===== src/rtl/music_pkg.sv =====
// Shared definitions for the song sequencer: FSM state encodings and
// the layout of a song ROM word.
package music_pkg;

  typedef enum logic [1:0] {
    SEQ_FETCH     = 2'd0,
    SEQ_WAIT_ROM  = 2'd1,
    SEQ_LOAD      = 2'd2,
    SEQ_WAIT_DONE = 2'd3
  } seq_state_t;

  // ROM word is {note[11:6], duration[5:0]}
  localparam int NOTE_MSB = 11;
  localparam int NOTE_LSB = 6;
  localparam int DUR_MSB  = 5;
  localparam int DUR_LSB  = 0;

  // A zero duration marks the end of a song that is shorter than the ROM page
  localparam logic [5:0] END_MARKER = 6'd0;

endpackage


===== src/rtl/song_sequencer_if.sv =====
// Bus between the song sequencer, its synchronous song ROM and note_player.
interface song_sequencer_if #(
  parameter int SONG_BITS = 2,
  parameter int NOTE_BITS = 5
);
  logic [SONG_BITS+NOTE_BITS-1:0] rom_addr;
  logic [11:0]                    rom_data;
  logic                           play;
  logic                           new_note;
  logic [5:0]                     note_to_play;
  logic [5:0]                     duration_for_note;
  logic                           note_done;

  modport master (
    output rom_addr, play, new_note, note_to_play, duration_for_note,
    input  rom_data, note_done
  );

  modport slave (
    input  rom_addr, play, new_note, note_to_play, duration_for_note,
    output rom_data, note_done
  );
endinterface


===== src/rtl/song_sequencer.sv =====
// Song sequencer: steps through the song ROM, hands each note to
// note_player with a one-cycle strobe and waits for it to finish.
// Tracks play/pause, the current song, and end-of-song.
module song_sequencer
  import music_pkg::*;
#(
  parameter int SONG_BITS = 2,
  parameter int NOTE_BITS = 5
) (
  input  logic                 clk,
  input  logic                 reset,
  input  logic                 play_button,
  input  logic                 next_button,
  song_sequencer_if.master     bus,
  output logic [SONG_BITS-1:0] song,
  output logic                 song_done
);

  seq_state_t           state, state_nx;
  logic                 play, play_nx;
  logic [SONG_BITS-1:0] song_nx;
  logic [NOTE_BITS-1:0] note_idx, idx_nx;
  logic                 song_done_nx;
  logic                 capture;
  logic                 new_note;
  logic [5:0]           note_q, dur_q;
  logic [5:0]           rom_note, rom_dur;

  assign rom_note = bus.rom_data[NOTE_MSB:NOTE_LSB];
  assign rom_dur  = bus.rom_data[DUR_MSB:DUR_LSB];

  assign bus.rom_addr          = {song, note_idx};
  assign bus.play              = play;
  assign bus.new_note          = new_note;
  assign bus.note_to_play      = note_q;
  assign bus.duration_for_note = dur_q;

  // Next-state and strobe logic; next_button overrides everything else
  always_comb begin
    state_nx     = state;
    play_nx      = play ^ play_button;
    song_nx      = song;
    idx_nx       = note_idx;
    song_done_nx = 1'b0;
    capture      = 1'b0;
    new_note     = 1'b0;
    case (state)
      SEQ_FETCH: begin
        if (play) state_nx = SEQ_WAIT_ROM;
      end
      SEQ_WAIT_ROM: begin
        capture = 1'b1;
        if (rom_dur == END_MARKER) begin
          state_nx     = SEQ_FETCH;
          song_done_nx = 1'b1;
          play_nx      = 1'b0;
          idx_nx       = '0;
        end else begin
          state_nx = SEQ_LOAD;
        end
      end
      SEQ_LOAD: begin
        new_note = 1'b1;
        state_nx = SEQ_WAIT_DONE;
      end
      SEQ_WAIT_DONE: begin
        // While paused the note is frozen, so a stray done is not taken
        if (note_done_ok()) begin
          state_nx = SEQ_FETCH;
          if (note_idx == {NOTE_BITS{1'b1}}) begin
            song_done_nx = 1'b1;
            play_nx      = 1'b0;
            idx_nx       = '0;
          end else begin
            idx_nx = note_idx + NOTE_BITS'(1);
          end
        end
      end
      default: state_nx = SEQ_FETCH;
    endcase
    if (next_button) begin
      song_nx      = song + SONG_BITS'(1);
      idx_nx       = '0;
      play_nx      = 1'b0;
      state_nx     = SEQ_FETCH;
      new_note     = 1'b0;
      song_done_nx = 1'b0;
      capture      = 1'b0;
    end
  end

  function automatic logic note_done_ok();
    return bus.note_done && play;
  endfunction

  // State, counters and captured ROM word
  always_ff @(posedge clk or negedge reset) begin
    if (!reset) begin
      state     <= SEQ_FETCH;
      play      <= 1'b0;
      song      <= '0;
      note_idx  <= '0;
      song_done <= 1'b0;
      note_q    <= '0;
      dur_q     <= '0;
    end else begin
      state     <= state_nx;
      play      <= play_nx;
      song      <= song_nx;
      note_idx  <= idx_nx;
      song_done <= song_done_nx;
      if (capture) begin
        note_q <= rom_note;
        dur_q  <= rom_dur;
      end
    end
  end

endmodule


===== src/flat_wrapper.sv =====
// flat-port wrapper written by rule: the top's interface ports become plain ports
module song_sequencer_flat import music_pkg::*;
#(
  parameter int SONG_BITS = 2,
  parameter int NOTE_BITS = 5
)
  (clk, reset, play_button, next_button, song, song_done, bus_rom_addr, bus_play, bus_new_note, bus_note_to_play, bus_duration_for_note, bus_rom_data, bus_note_done);
  song_sequencer_if #(.SONG_BITS(SONG_BITS), .NOTE_BITS(NOTE_BITS)) bus_i ();
  input  logic clk;
  input  logic reset;
  input  logic play_button;
  input  logic next_button;
  output logic [SONG_BITS-1:0] song;
  output logic song_done;
  output wire logic [$bits(bus_i.rom_addr)-1:0] bus_rom_addr;
  output wire logic [$bits(bus_i.play)-1:0] bus_play;
  output wire logic [$bits(bus_i.new_note)-1:0] bus_new_note;
  output wire logic [$bits(bus_i.note_to_play)-1:0] bus_note_to_play;
  output wire logic [$bits(bus_i.duration_for_note)-1:0] bus_duration_for_note;
  input wire logic [$bits(bus_i.rom_data)-1:0] bus_rom_data;
  input wire logic [$bits(bus_i.note_done)-1:0] bus_note_done;
  assign bus_rom_addr = bus_i.rom_addr;
  assign bus_play = bus_i.play;
  assign bus_new_note = bus_i.new_note;
  assign bus_note_to_play = bus_i.note_to_play;
  assign bus_duration_for_note = bus_i.duration_for_note;
  assign bus_i.rom_data = bus_rom_data;
  assign bus_i.note_done = bus_note_done;
  song_sequencer #(.SONG_BITS(SONG_BITS), .NOTE_BITS(NOTE_BITS)) u_core (.clk(clk), .reset(reset), .play_button(play_button), .next_button(next_button), .bus(bus_i), .song(song), .song_done(song_done));
endmodule

===== config.mk =====
export PLATFORM = sky130hd
export DESIGN_NAME = song_sequencer_flat
export DESIGN_NICKNAME = d
export VERILOG_FILES = /design/src/rtl/music_pkg.sv /design/src/rtl/song_sequencer_if.sv /design/src/rtl/song_sequencer.sv /design/src/flat_wrapper.sv
export SDC_FILE = /design/constraint.sdc
export NUM_CORES = 1
export LEC_CHECK = 0
export ABC_AREA = 1
export CORE_MARGIN = 2
export CORE_UTILIZATION = 49
export CTS_BUF_LIST = sky130_fd_sc_hd__clkbuf_4 sky130_fd_sc_hd__clkbuf_8
export DETAILED_ROUTE_END_ITERATION = 6
export GPL_ROUTABILITY_DRIVEN = 1
export GPL_TIMING_DRIVEN = 1
export PLACE_DENSITY = 0.87
export SYNTH_ARGS = -nofsm -noshare
export SYNTH_HDL_FRONTEND = slang
export SYNTH_SLANG_ARGS = --single-unit

===== constraint.sdc =====
create_clock -name clk -period 2.5 [get_ports clk]
set_input_delay 0.375 -clock clk [delete_from_list [all_inputs] [get_ports clk]]
set_output_delay 0.375 -clock clk [all_outputs]
set_load 0.05 [all_outputs]

# After elaboration in Yosys (flattened, before gate mapping)
# Index checks and enable logic that the tools add are counted.
word_totals:
  word_cells: 47
  rom_bits: 0
  memories: 0
  ff_bits: 23
  latch_bits: 0
  mem_bits_rw: 0
  in_bits: 17
  out_inout_bits: 24
classes:
  n_shift: 0
  n_reduce_logical: 6
  mux: 24
  n_eq_ne: 7
  magnitude_cmp: 0
  add_sub_neg: 2
  multipliers: 0
  bitwise_logic: 1
  div_mod_pow: 0
op_table:
  columns: ["op", "count"]
  rows:
  - ["$mux W5", 4]
  - ["$mux W1", 12]
  - ["$pmux W5 S2", 1]
  - ["$ne A3 B2 Y1 const B", 3]
  - ["$mux W2", 4]
  - ["$pmux W2 S4", 1]
  - ["$logic_not A6 Y1", 1]
  - ["$add A5 B1 Y5 const B", 1]
  - ["$eq A5 B5 Y1 const B", 1]
  - ["$eq A2 B2 Y1 const B", 2]
  - ["$pmux W1 S2", 2]
  - ["$reduce_and A3 Y1", 1]
  - ["$reduce_bool A3 Y1", 1]
  - ["$add A2 B1 Y2 const B", 1]
  - ["$eq A2 B1 Y1 const B", 1]
  - ["$logic_not A2 Y1", 1]
  - ["$reduce_and A2 Y1", 1]
  - ["$logic_and A1 B1 Y1", 1]
  - ["$xor A1 B1 Y1", 1]

# Longest topological paths before layout
# Gate-level depths: netlist (run 1).
logic_depth:
  depth_word: 5
  depth_mapped: 9
  mapped_depth_nobuf: 9

# Least setup slack after synthesis (run 1)
# Ideal clock, no wire load.
synth_timing:
  path_type: "input to output"
  startpoint: "input next_button"
  endpoint: "output bus_new_note"
  path_buffers: 1
  cell_stages: 4
  slack_ns: 0.811
  t_arrival_ns: 1.314
  path_cell_list: "buf_6 nor2_1 inv_1 nor2_1"
synth_between:
  elab_chain_len: 1
synth_rtl:
  columns: ["element", "line_no", "text"]
  rows:
  - ["start: declaration", "flat_wrapper.sv:12", "input logic next_button;"]
  - ["$mux W1", "song_sequencer.sv:81", "if (next_button) begin"]
  - ["end: declaration", "flat_wrapper.sv:17", "output wire logic [$bits(bus_i.new_note)-1:0] bus_new_note;"]
# Every way passes these cells.

# Final worst setup path (run 1)
layout_timing:
  startpoint: "register u_core.play (netlist: u_core.bus.play)"
  endpoint: "output bus_play"
layout_rtl:
  columns: ["element", "line_no", "text"]
  rows:
  - ["start: declaration", "song_sequencer.sv:20", "logic play, play_nx;"]
  - ["start signal: assignment", "song_sequencer.sv:108", "play <= play_nx;"]
  - ["end: declaration", "flat_wrapper.sv:16", "output wire logic [$bits(bus_i.play)-1:0] bus_play;"]
# No word-level cell between the ends.

==> impl_metrics.json, run 1 <==
{
  "synth_edf_count": 0,
  "wire_per_inst_um": 12.86,
  "drv_slew": 0,
  "initial_core_util_pct": 51.10,
  "yosysTopAreaCell": "dfrtp_1",
  "max_stage_delay_ns": 0.85,
  "synth_area_leaders": "dfrtp_1 (52%), nand2_1 (17%), nand3_1 (3.2%), nor2_1 (3.0%), ha_1 (2.3%)",
  "cts.reportedPaths.clkPinSlew_ns": 0.12,
  "syn_nets": 149,
  "clock_latency_ns": 0.30,
  "hold_buffers": 0,
  "grt_pass1_vias": 991,
  "cts_max_level": 1,
  "synth_top_cell_area_share_pct": 51.92,
  "drcViolationCount": 0,
  "final_area_mm2": 0.001546,
  "worst_ir_drop_vdd_mv": 0.7407,
  "cts_tree": "done",
  "synth_seq_cells": 23,
  "worstSetupPathType": "flop to primary output",
  "ys_async_sr_fraction_pct": 100.0,
  "finalSetupViolations": 0,
  "synth_cells": 130,
  "diodes": 0,
  "numCtsBuffers": 3,
  "synth_cell_type_count": 23,
  "p_per_area_mw_per_mm2": 1089,
  "tightest_slew_ns": 0.5076,
  "relSlewSlack_pct": 66.06,
  "post_cts_resized": 0,
  "drive_gt1_share_pct": 12.35,
  "io_buffers": 40,
  "rsz0062_at_grt": "no",
  "io_pins": 41,
  "critPathBufInv": 1,
  "min_path_type": "input port to asynchronous set/reset pin",
  "fin_skew_ns": 0.003590,
  "cap_viol_max_count": 0,
  "hpwl_mm": 1.935,
  "yosysMostFrequentCell": "nand2_1",
  "postPlaceCellArea_mm2": 0.001516,
  "grt_max_degree": 24,
  "track_usage_pct": 21.70,
  "die_width_um": 51.57,
  "num_vias": 1011,
  "cp_slowest_cell": "clkdlybuf4s50_1",
  "totalPowerFinal_w": 0.001685,
  "dieHeight_um": 51.57,
  "yosys_most_used_dff": "dfrtp_1",
  "final_core_utilization_pct": 71.28,
  "grt_overflow": 0,
  "ys.warnings.count": 0,
  "arrival_ns": 1.64,
  "cp_max_fo": 6,
  "ant_nets": 0,
  "place_inst": 194,
  "hold_viol_final": 0,
  "clock_sinks": 23,
  "gp_congestion": 0.9212,
  "postCtsSetupBuffers": 0,
  "final_cells": 198,
  "row_count": 17,
  "core-area_mm2": 0.002170,
  "crit_family": "buffers and inverters",
  "startpoint_type": "flop",
  "required_ns": 2.12,
  "fmax_mhz": 495.6,
  "syn_area_per_cell_um2": 8.527,
  "routed_wl_mm": 2.546,
  "die-area_mm2": 0.002659,
  "period_minus_slack_ns": 2.018,
  "cts_root_buffer": "clkbuf_4",
  "tns_ns": 0,
  "crit_chain": "clkdlybuf4s50_1",
  "syn_area_mm2": 0.001109,
  "status": "finished clean",
  "nFillCells": 191,
  "vias_per_cell": 5.106,
  "grt_pass1_wl_mm": 4.257,
  "drt_iter0_markers": 18,
  "finalCritPeriodShare_pct": 80.71,
  "end_kind": "primary output",
  "dr.pass1.iters": 4,
  "fin_nets": 190,
  "antenna_found_initial": 0,
  "synth.top_cells.by_count": "nand2_1 (49), dfrtp_1 (23), nor2_1 (9)",
  "seq_area_frac_synth_pct": 51.92,
  "synthToLayoutAreaGrowth_pct": 39.50,
  "cts_buffer_depth": 2,
  "p_leak_nw": 0.7236
}
==> layout by cell type, fill, tap and decap left out <==
cell type        instances
nor3b_1                  1
buf_12                   1
xnor2_1                  1
buf_4                    1
inv_1                    5
dfrtp_1                 23
nand4_1                  2
clkbuf_4                 4
nand2_4                  2
nand2_1                 49
nor2_1                   9
nand3_2                  2
o21ai_0                  2
o21ai_1                  4
nor3_1                   3
nand2_2                  3
nor2_4                   1
o22ai_1                  1
nor2_2                   1
inv_2                    5
nand3_1                  7
clkdlybuf4s50_1         39
ha_1                     2
xor2_1                   1
clkinv_2                 1
==> where the power goes <==
group / internal (W) / switching, W / total, W
combinational: 0.000305 / 0.000641 / 0.000946
clock: 0.0000731 / 0.000103 / 0.000176
sequential: 0.000488 / 0.0000749 / 0.000563
total: 0.000866 / 0.000819 / 0.00168
==> final timing paths <==
| path | start | end | slack, ns | depth (start not counted) |
|---|---|---|---|---|
| min reg2reg | u_core.bus.note_to_play[3] | u_core.bus.note_to_play[3] | 0.48 | 2 |
| min in group clk | u_core.bus.note_to_play[3] | u_core.bus.note_to_play[3] | 0.48 | 2 |
| min | reset | u_core.note_idx[2] | 0.43 | 2 |
| max | u_core.bus.play | bus_play | 0.48 | 1 |
| max reg2reg | u_core.note_idx[0] | u_core.note_idx[2] | 0.88 | 9 |
| max in group asynchronous | reset | u_core.song[0] | 1.85 | 2 |
==> registers in the layout (all words and copies together) (netlist names) <==
signal / flops
u_core.state: 2
u_core.bus.play: 1
u_core.note_idx: 5
u_core.bus.note_to_play: 6
u_core.bus.duration_for_note: 6
u_core.song_done: 1
u_core.song: 2
==> metrics by stage <==
stage	worst slack [ns]	hold WS (ns)
3_3_place_gp	0.5443	0.4532
2_1_floorplan	0.8109	0.07941
4_1_cts	0.4830	0.4322
6_report	0.4823	0.4266
3_5_place_dp	0.5336	0.4587
5_1_grt	0.4040	0.4169
==> layer usage <==
metal | vias to the layer above | track usage (%) | share of wire (%)
met5 | - | 0 | 0
met4 | 0 | 7.895 | 2.0
met3 | 10 | 6.034 | 6.6
met2 | 44 | 36.75 | 48
met1 | 465 | 26.45 | 43
li1 | 492 | - | -
==> cells by family after synthesis <==
logic type      count (synthesis)  share of synthesized area [%]
xor+xnor                        2                          1.580
fa+ha+maj                       2                          2.257
buf+inv                        16                          7.900
simple gates                   80                          33.07
flops                          23                          51.92
compound gates                  7                          3.274
==> area by class of cell <==
type	instances	area (um^2)	share of cell area, %
Sequential cell	23	575.6	37.22
Multi-Input combinational cell	91	445.4	28.80
Timing Repair Buffer	41	417.9	27.02
Inverter	11	42.54	2.751
Tap cell	28	35.03	2.265
Clock buffer	4	30.03	1.942
Power figures use the tool's default switching activity.
==> run 2: changes to the inputs <==
CORE_UTILIZATION = 45   (was 49)
PLACE_DENSITY = 0.81   (was 0.87)
clock period = 2 ns   (was 2.5 ns; I/O delays follow)
==> impl_metrics.json, run 2 (synthesis results as in run 1) <==
{
  "cts_root_buffer": "clkbuf_4",
  "post_cts_resized": 0,
  "drv_slew": 0,
  "cts_max_level": 1,
  "die-area_mm2": 0.002877,
  "antenna_found_initial": 0,
  "p_leak_nw": 0.7337,
  "io_pins": 41,
  "core-area_mm2": 0.002276,
  "worstSetupPathType": "flop to primary output",
  "ant_nets": 0,
  "postCtsSetupBuffers": 0,
  "final_core_utilization_pct": 68.61,
  "hold_buffers": 0,
  "num_vias": 952,
  "place_inst": 196,
  "r2r_slack_ns": 0.41,
  "initial_core_util_pct": 48.71,
  "dieHeight_um": 53.64,
  "cp_slowest_cell": "clkdlybuf4s50_1",
  "io_buffers": 40,
  "final_cell_mix": "nand2_1 (49), clkdlybuf4s50_1 (39), dfrtp_1 (23), nor2_1 (9), nand3_1 (7)",
  "reg2reg_to": "u_core.bus.play",
  "fmax_mhz": 531.4,
  "row_count": 17,
  "grt_max_degree": 24,
  "dr.pass1.iters": 4,
  "hpwl_mm": 1.844,
  "grt_pass1_wl_mm": 3.967,
  "status": "finished clean",
  "layout_commonest_cell": "nand2_1",
  "max_stage_delay_ns": 0.84,
  "die_width_um": 53.64,
  "finalSetupViolations": 0,
  "wire_per_inst_um": 11.48,
  "cp_max_fo": 6,
  "clock_sinks": 23,
  "track_usage_pct": 18.64,
  "hold_slack_ns": 0.3458,
  "drt_iter0_markers": 9,
  "tightest_slew_ns": 0.5062,
  "end_kind": "primary output",
  "period_minus_slack_ns": 1.882,
  "tns_ns": 0,
  "cts.reportedPaths.clkPinSlew_ns": 0.12,
  "min_path_type": "input port to asynchronous set/reset pin",
  "diodes": 0,
  "gp_congestion": 0.8427,
  "crit_chain": "clkdlybuf4s50_1",
  "vias_per_cell": 4.760,
  "final_cells": 200,
  "worst_ir_drop_vdd_mv": 1.057,
  "cap_viol_max_count": 0,
  "cts_buffer_depth": 2,
  "arrival_ns": 1.58,
  "worstReg2RegStart": "u_core.note_idx[0]",
  "routed_wl_mm": 2.296,
  "drive_gt1_share_pct": 13.37,
  "grt_pass1_vias": 975,
  "grt_overflow": 0,
  "drcViolationCount": 0,
  "cp.depth": 1,
  "numCtsBuffers": 3,
  "critPathBufInv": 1,
  "totalPowerFinal_w": 0.002099,
  "rr_worst_depth": 7,
  "fin_nets": 192,
  "synthToLayoutAreaGrowth_pct": 40.86,
  "hold_viol_final": 0,
  "finalCritPeriodShare_pct": 94.09,
  "p_per_area_mw_per_mm2": 1344,
  "clock_latency_ns": 0.29,
  "crit_family": "buffers and inverters",
  "cts_tree": "done",
  "rsz0062_at_grt": "no",
  "required_ns": 1.70,
  "fin_skew_ns": 0.002236,
  "startpoint_type": "flop",
  "relSlewSlack_pct": 66.15
}
-- run 2: stage by stage --
step	cell area, um^2	setup WS [ns]
2_1_floorplan	1109	0.3262
3_3_place_gp	1531	0.3792
3_5_place_dp	1531	0.3806
4_1_cts	1562	0.1007
5_1_grt	1562	0.04644
6_report	1562	0.1183
-- run 2: worst max path at each step --
stage	startpoint	end	slack, ns
after floorplan	u_core.note_idx[0]	u_core.note_idx[3]	0.33
after global placement	next_button	bus_new_note	0.38
after detailed placement	next_button	bus_new_note	0.38
after CTS	u_core.note_idx[0]	bus_rom_addr[0]	0.10
after global routing	u_core.note_idx[1]	bus_rom_addr[1]	0.05
final	u_core.note_idx[0]	bus_rom_addr[0]	0.12
-- run 2: layer usage --
metal / track usage [%] / routed length [um]
met2: 34.16 / 1140
met1: 21.72 / 978
met3: 3.333 / 163
met4: 6.410 / 14
met5: 0 / 0
-- run 2: final cells by class --
type | instances | area [um^2]
sequential | 23 | 575.6
fill | 181 | 714.4
timing repair buffer | 43 | 432.9
clock buffer | 4 | 30.03
tap | 28 | 35.03
inverter | 11 | 42.54
multi-input combinational | 91 | 445.4
-- run 2: power by group --
group / internal (W) / switching (W) / total, W
logic: 0.000385 / 0.000796 / 0.00118
registers: 0.000610 / 0.0000915 / 0.000702
clock network: 0.0000910 / 0.000125 / 0.000216
total: 0.00109 / 0.00101 / 0.00210
==> run 3: changes to the inputs <==
MAX_ROUTING_LAYER = met4   (was unset)
==> impl_metrics.json, run 3 (synthesis results as in run 1) <==
{
  "status": "finished clean",
  "cp_slowest_cell": "clkdlybuf4s50_1",
  "crit_chain": "clkdlybuf4s50_1",
  "p_sw_w": 0.001012,
  "grt_pass1_wl_mm": 3.967,
  "gp_congestion": 0.8559,
  "p_leak_nw": 0.7337,
  "fin_nets": 192,
  "worstReg2RegStart": "u_core.note_idx[0]",
  "critPathLaunch": "u_core.note_idx[0]",
  "tns_ns": 0,
  "layout_commonest_cell": "nand2_1",
  "drcViolationCount": 0,
  "track_usage_pct": 19.18,
  "totalPowerFinal_w": 0.002099,
  "cts_root_buffer": "clkbuf_4",
  "fmax_mhz": 531.7,
  "fin_skew_ns": 0.001891,
  "initial_core_util_pct": 48.71,
  "end_kind": "primary output",
  "dieHeight_um": 53.64,
  "antenna_found_initial": 0,
  "critPathBufInv": 1,
  "arrival_ns": 1.58,
  "core-area_mm2": 0.002276,
  "dr.pass1.iters": 4,
  "final_core_utilization_pct": 68.61,
  "final_area_mm2": 0.001562,
  "die-area_mm2": 0.002877,
  "rsz0062_at_grt": "no",
  "drive_gt1_share_pct": 13.37,
  "rr_worst_depth": 7,
  "cp_max_fo": 6,
  "finalCritPeriodShare_pct": 94.04,
  "startpoint_type": "flop",
  "drt_iter0_markers": 12,
  "synthToLayoutAreaGrowth_pct": 40.86,
  "cts_max_level": 1,
  "hold_buffers": 0,
  "wire_per_inst_um": 11.48,
  "cp-endpoint": "bus_rom_addr[0]",
  "drv_slew": 0,
  "die_width_um": 53.64,
  "hold_viol_final": 0,
  "ant_nets": 0,
  "num_vias": 949,
  "final_cell_mix": "nand2_1 (49), clkdlybuf4s50_1 (39), dfrtp_1 (23), nor2_1 (9), nand3_1 (7)",
  "numCtsBuffers": 3,
  "relSlewSlack_pct": 65.99,
  "period_minus_slack_ns": 1.881,
  "cp.depth": 1,
  "hpwl_mm": 1.844,
  "min_path_type": "input port to asynchronous set/reset pin",
  "cts.reportedPaths.clkPinSlew_ns": 0.12,
  "diodes": 0,
  "swShare_pct": 48.22,
  "worst_ir_drop_vdd_mv": 1.057,
  "r2r_slack_ns": 0.41,
  "io_pins": 41,
  "postPlaceCellArea_mm2": 0.001531,
  "post_cts_resized": 0,
  "p_int_w": 0.001087,
  "clock_latency_ns": 0.29,
  "reg2reg_to": "u_core.bus.play",
  "p_per_area_mw_per_mm2": 1344,
  "postCtsSetupBuffers": 0,
  "tightest_slew_ns": 0.5086,
  "finalSetupViolations": 0,
  "io_buffers": 40,
  "grt_max_degree": 24,
  "pwr-share-clk_pct": 10.3,
  "max_stage_delay_ns": 0.84,
  "crit_family": "buffers and inverters",
  "cts_tree": "done",
  "required_ns": 1.70,
  "p_comb_share_pct": 56.3,
  "cts_buffer_depth": 2,
  "clock_sinks": 23,
  "routed_wl_mm": 2.296,
  "grt_overflow": 0,
  "seqPwrFrac_pct": 33.4,
  "row_count": 17,
  "vias_per_cell": 4.745,
  "grt_pass1_vias": 975,
  "worstSetupPathType": "flop to primary output",
  "cap_viol_max_count": 0
}
run 3: how the worst min path moves through the flow:
stage                                           end  cells past startpoint                             from  slack (ns)
floorplan           u_core.bus.duration_for_note[0]                      0                            reset       0.004
global placement         u_core.bus.note_to_play[2]                      2       u_core.bus.note_to_play[2]        0.45
detailed placement  u_core.bus.duration_for_note[5]                      2  u_core.bus.duration_for_note[5]        0.46
CTS                 u_core.bus.duration_for_note[1]                      2                            reset        0.35
global route        u_core.bus.duration_for_note[5]                      2                            reset        0.37
finish              u_core.bus.duration_for_note[5]                      2                            reset        0.35
run 3: layout make-up:
type / instances / area, um^2
clock buffer: 4 / 30.03
fill: 181 / 714.4
inverter: 11 / 42.54
multi-input combinational: 91 / 445.4
sequential: 23 / 575.6
tap: 28 / 35.03
timing repair buffer: 43 / 432.9
run 3: routing by layer:
| metal | track usage [%] | vias up | part of all wire, % |
|---|---|---|---|
| li1 | - | 495 | - |
| met1 | 22.08 | 423 | 44 |
| met2 | 34.16 | 29 | 50 |
| met3 | 2.778 | 2 | 5.8 |
| met4 | 6.410 | 0 | 0.61 |
| met5 | - | - | 0 |
run 3: through the flow:
step | setup slack (ns) | hold slack, ns | instances
4_1_cts | 0.1007 | 0.3458 | 200
6_report | 0.1191 | 0.3458 | 200
5_1_grt | 0.04831 | 0.3664 | 200
2_1_floorplan | 0.3262 | 0.004409 | 130
3_3_place_gp | 0.3792 | 0.4524 | 196
3_5_place_dp | 0.3806 | 0.4570 | 196
run 3: power by group through the flow:
stage                     clock network [W]  registers [W]  logic (W)
after floorplan                           0        0.00120   0.000313
after global placement                    0       0.000705    0.00118
after detailed placement                  0       0.000712    0.00119
after CTS                          0.000228       0.000702    0.00119
after global routing               0.000245       0.000720    0.00126
final                              0.000215       0.000702    0.00118
run 3: worst register-to-register path: stages (launching register included):
cell,delay [ns]
dfrtp_1,0.45
ha_1,0.20
inv_1,0.05
nor3_1,0.20
ha_1,0.24
nand4_1,0.13
o21ai_0,0.14
nor3b_1,0.08
==> variant (flow settings as in run 3) <==
Put one more register stage on the output `song`. The value now appears one clock later. The other outputs are not delayed to match.
--- a/src/rtl/song_sequencer.sv
+++ b/src/rtl/song_sequencer.sv
@@ -17,4 +17,6 @@
 );
 
+  logic [SONG_BITS-1:0] song_s0;
+
   seq_state_t           state, state_nx;
   logic                 play, play_nx;
@@ -30,5 +32,5 @@
   assign rom_dur  = bus.rom_data[DUR_MSB:DUR_LSB];
 
-  assign bus.rom_addr          = {song, note_idx};
+  assign bus.rom_addr          = {song_s0, note_idx};
   assign bus.play              = play;
   assign bus.new_note          = new_note;
@@ -40,5 +42,5 @@
     state_nx     = state;
     play_nx      = play ^ play_button;
-    song_nx      = song;
+    song_nx      = song_s0;
     idx_nx       = note_idx;
     song_done_nx = 1'b0;
@@ -80,5 +82,5 @@
     endcase
     if (next_button) begin
-      song_nx      = song + SONG_BITS'(1);
+      song_nx      = song_s0 + SONG_BITS'(1);
       idx_nx       = '0;
       play_nx      = 1'b0;
@@ -99,5 +101,5 @@
       state     <= SEQ_FETCH;
       play      <= 1'b0;
-      song      <= '0;
+      song_s0   <= '0;
       note_idx  <= '0;
       song_done <= 1'b0;
@@ -107,5 +109,5 @@
       state     <= state_nx;
       play      <= play_nx;
-      song      <= song_nx;
+      song_s0   <= song_nx;
       note_idx  <= idx_nx;
       song_done <= song_done_nx;
@@ -117,4 +119,8 @@
   end
 
+  always_ff @(posedge clk) begin
+    song <= song_s0;
+  end
+
 endmodule
 
Function: changed (a bounded check fails within 4 cycles, from zero or initial values and one cycle with reset low).
==> variant against run 3 <==
Routed wire length is 6.7% higher. Synthesized area increased by 2.3%. Count of clock-buffer cells in the layout fell by 1. Highest routed layer unchanged. Clock skew is 0.85 ps higher. Synthesized cell count stayed put. Critical endpoint is now bus_rom_addr[2]. First-iteration DRC count increased to 2.6 times the old value. Clock power hardly changed. Total power up 3.1%. Via count rose by 5.8%. Sequential cell count rose by 2. Worst setup slack worse by 40 ps. Global-route usage grew 0.14 points. Cell area increased by 2.6%. Maximum frequency down 2.1%.
==> variant: results (changes against run 3) <==
==============================================================================
Worst IR Drop VDD ...............................................    0.9947 mV   -5.9%
Number of buffers added by the clock tree synthesis step ........            3   unchanged
Dpl cell area ...................................................     1574 µm²   +2.8%
Clock tree root buffer cell .....................................     clkbuf_4
Number of cells produced by synthesis ...........................          130   unchanged
Placed Instances ................................................          200   +2.0%
Worst-case reg-to-reg path depth ................................            9   +2
Global-route usage over all layers ..............................       19.32%   +0.14 points
Origin of the critical flop-to-flop path ........................ u_core.note_idx[0]
Share of synthesized area occupied by flip-flops and latches ....       54.30%   +2.4 points
Tightest hold margin ............................................     325.3 ps   -20.48 ps
Post-synth top cells ............................................ nand2_1 (49), dfrtp_1 (23), nor2_1 (9)
Number of nets in the finished design ...........................          194   +1.0%
Hold/Removal Path Class ......................................... primary input to async pin
Critical path arrival ...........................................      1620 ps   +40 ps
Maximum single-stage delay on the critical path .................       840 ps   about the same
Standard cell with the maximum stage delay on the critical path . clkdlybuf4s50_1
Slew Limit Headroom .............................................       65.93%   about the same
Maximum fanout encountered on the critical timing path ..........            5   -1
Number of buffers between clock root and the deepest sink .......            2   unchanged
Number of gates resized after cts ...............................            0   unchanged
Critical path's top delay family ................................ buffers and inverters
Count of unique library cells instantiated by Yosys .............           24   +4.3%
Ant diodes ......................................................            0   unchanged
End of the worst register-to-register path ...................... u_core.note_idx[2]
GP Congestion ...................................................       0.8269   -3.4%
Leakage power total .............................................    0.7499 nW   +2.2%
Count of H-tree levels built during CTS .........................            1   unchanged
Initial antenna violation count .................................            0   unchanged
Total setup buffers inserted after CTS ..........................            0   unchanged
Post-route clock skew ...........................................     2.738 ps   +0.8465 ps
Result of the run ............................................... finished, final reports clean
Vias in the first global route ..................................          952   -2.4%
Reg clk slew, reported paths ....................................       120 ps   about the same
Yosys synthesis warning count ...................................            0   unchanged
Total negative setup slack ......................................         0 ps   unchanged
Hpwl dp .........................................................     1.904 mm   +3.2%
Post-synthesis net count ........................................          149   unchanged
Top cells by area, synth ........................................ dfrtp_1 (51%), nand2_1 (16%), dfxtp_1 (3.5%)
Fraction of registers with async set/reset ......................       92.00%   -8.0 points
Clock insertion delay at the later pin of the skew report .......       310 ps   +20 ps
Total detailed-routing wirelength ...............................     2.450 mm   +6.7%
Largest net degree at the start of global routing ...............           24   unchanged
Port Buffer Count ...............................................           40   unchanged
Setup slack of the most critical reg-to-reg path ................       390 ps   -20 ps
Leading register cell type out of synthesis .....................      dfrtp_1
Count of TritonRoute iterations in the first routing pass .......            4   unchanged
Share of post-route cells with drive strength above 1 ...........       13.22%   -0.15 points
Worst-case setup slack after placement ..........................     414.3 ps   +33.70 ps
Wire length of the first global-routing pass ....................     4.008 mm   +1.0%
First DRT Iteration DRCs ........................................           31   +19
Average routed wire per standard cell ...........................     12.01 µm   +4.6%
Detail-routed via count per cell ................................        4.922   +3.7%
==============================================================================
-- variant: area by class of cell --
type	instances	area (µm²)
Multi-Input combinational cell	91	445.4
Fill cell	193	830.8
Clock inverter	1	5.005
Sequential cell	25	615.6
Clock buffer	3	22.52
Tap cell	30	37.54
Inverter	11	42.54
Timing Repair Buffer	43	432.9
-- variant: worst max-delay path by stage --
stage                     cells after the start  slack (ps)            endpoint          startpoint
after floorplan                               9         330  u_core.note_idx[3]  u_core.note_idx[0]
after global placement                        5         400        bus_new_note         next_button
after detailed placement                      5         410        bus_new_note         next_button
after CTS                                     1          70     bus_rom_addr[2]  u_core.note_idx[2]
after global routing                          1          10     bus_rom_addr[2]  u_core.note_idx[2]
final                                         1          80     bus_rom_addr[2]  u_core.note_idx[2]
-- variant: power breakdown --
| part | leakage (nW) | internal [mW] | switching [mW] |
|---|---|---|---|
| Combinational | 0.420 | 0.386 | 0.797 |
| Clock | 0.0177 | 0.0747 | 0.140 |
| Sequential | 0.312 | 0.671 | 0.0956 |
-- variant: cells by family (layout without fill, tap and decap cells) --
| group | count (synthesis) | after routing | synth area share [%] |
|---|---|---|---|
| AND/OR/NAND/NOR | 80 | 80 | 32.34 |
| AO/OA/AOI/OAI | 7 | 7 | 3.201 |
| flip-flops | 25 | 25 | 54.30 |
| buffers and inverters | 14 | 58 | 6.402 |
| adder cells (fa/ha/maj) | 2 | 2 | 2.207 |
| XOR/XNOR | 2 | 2 | 1.546 |
-- variant: routing by layer --
metal / wire [µm] / up-vias / GRT usage (%) / share of wire [%]
li1: - / 498 / - / -
met1: 1084 / 453 / 24.55 / 44
met2: 1101 / 48 / 30.52 / 45
met3: 230 / 5 / 3.611 / 9.4
met4: 33 / 0 / 7.500 / 1.3
met5: 0 / - / - / 0
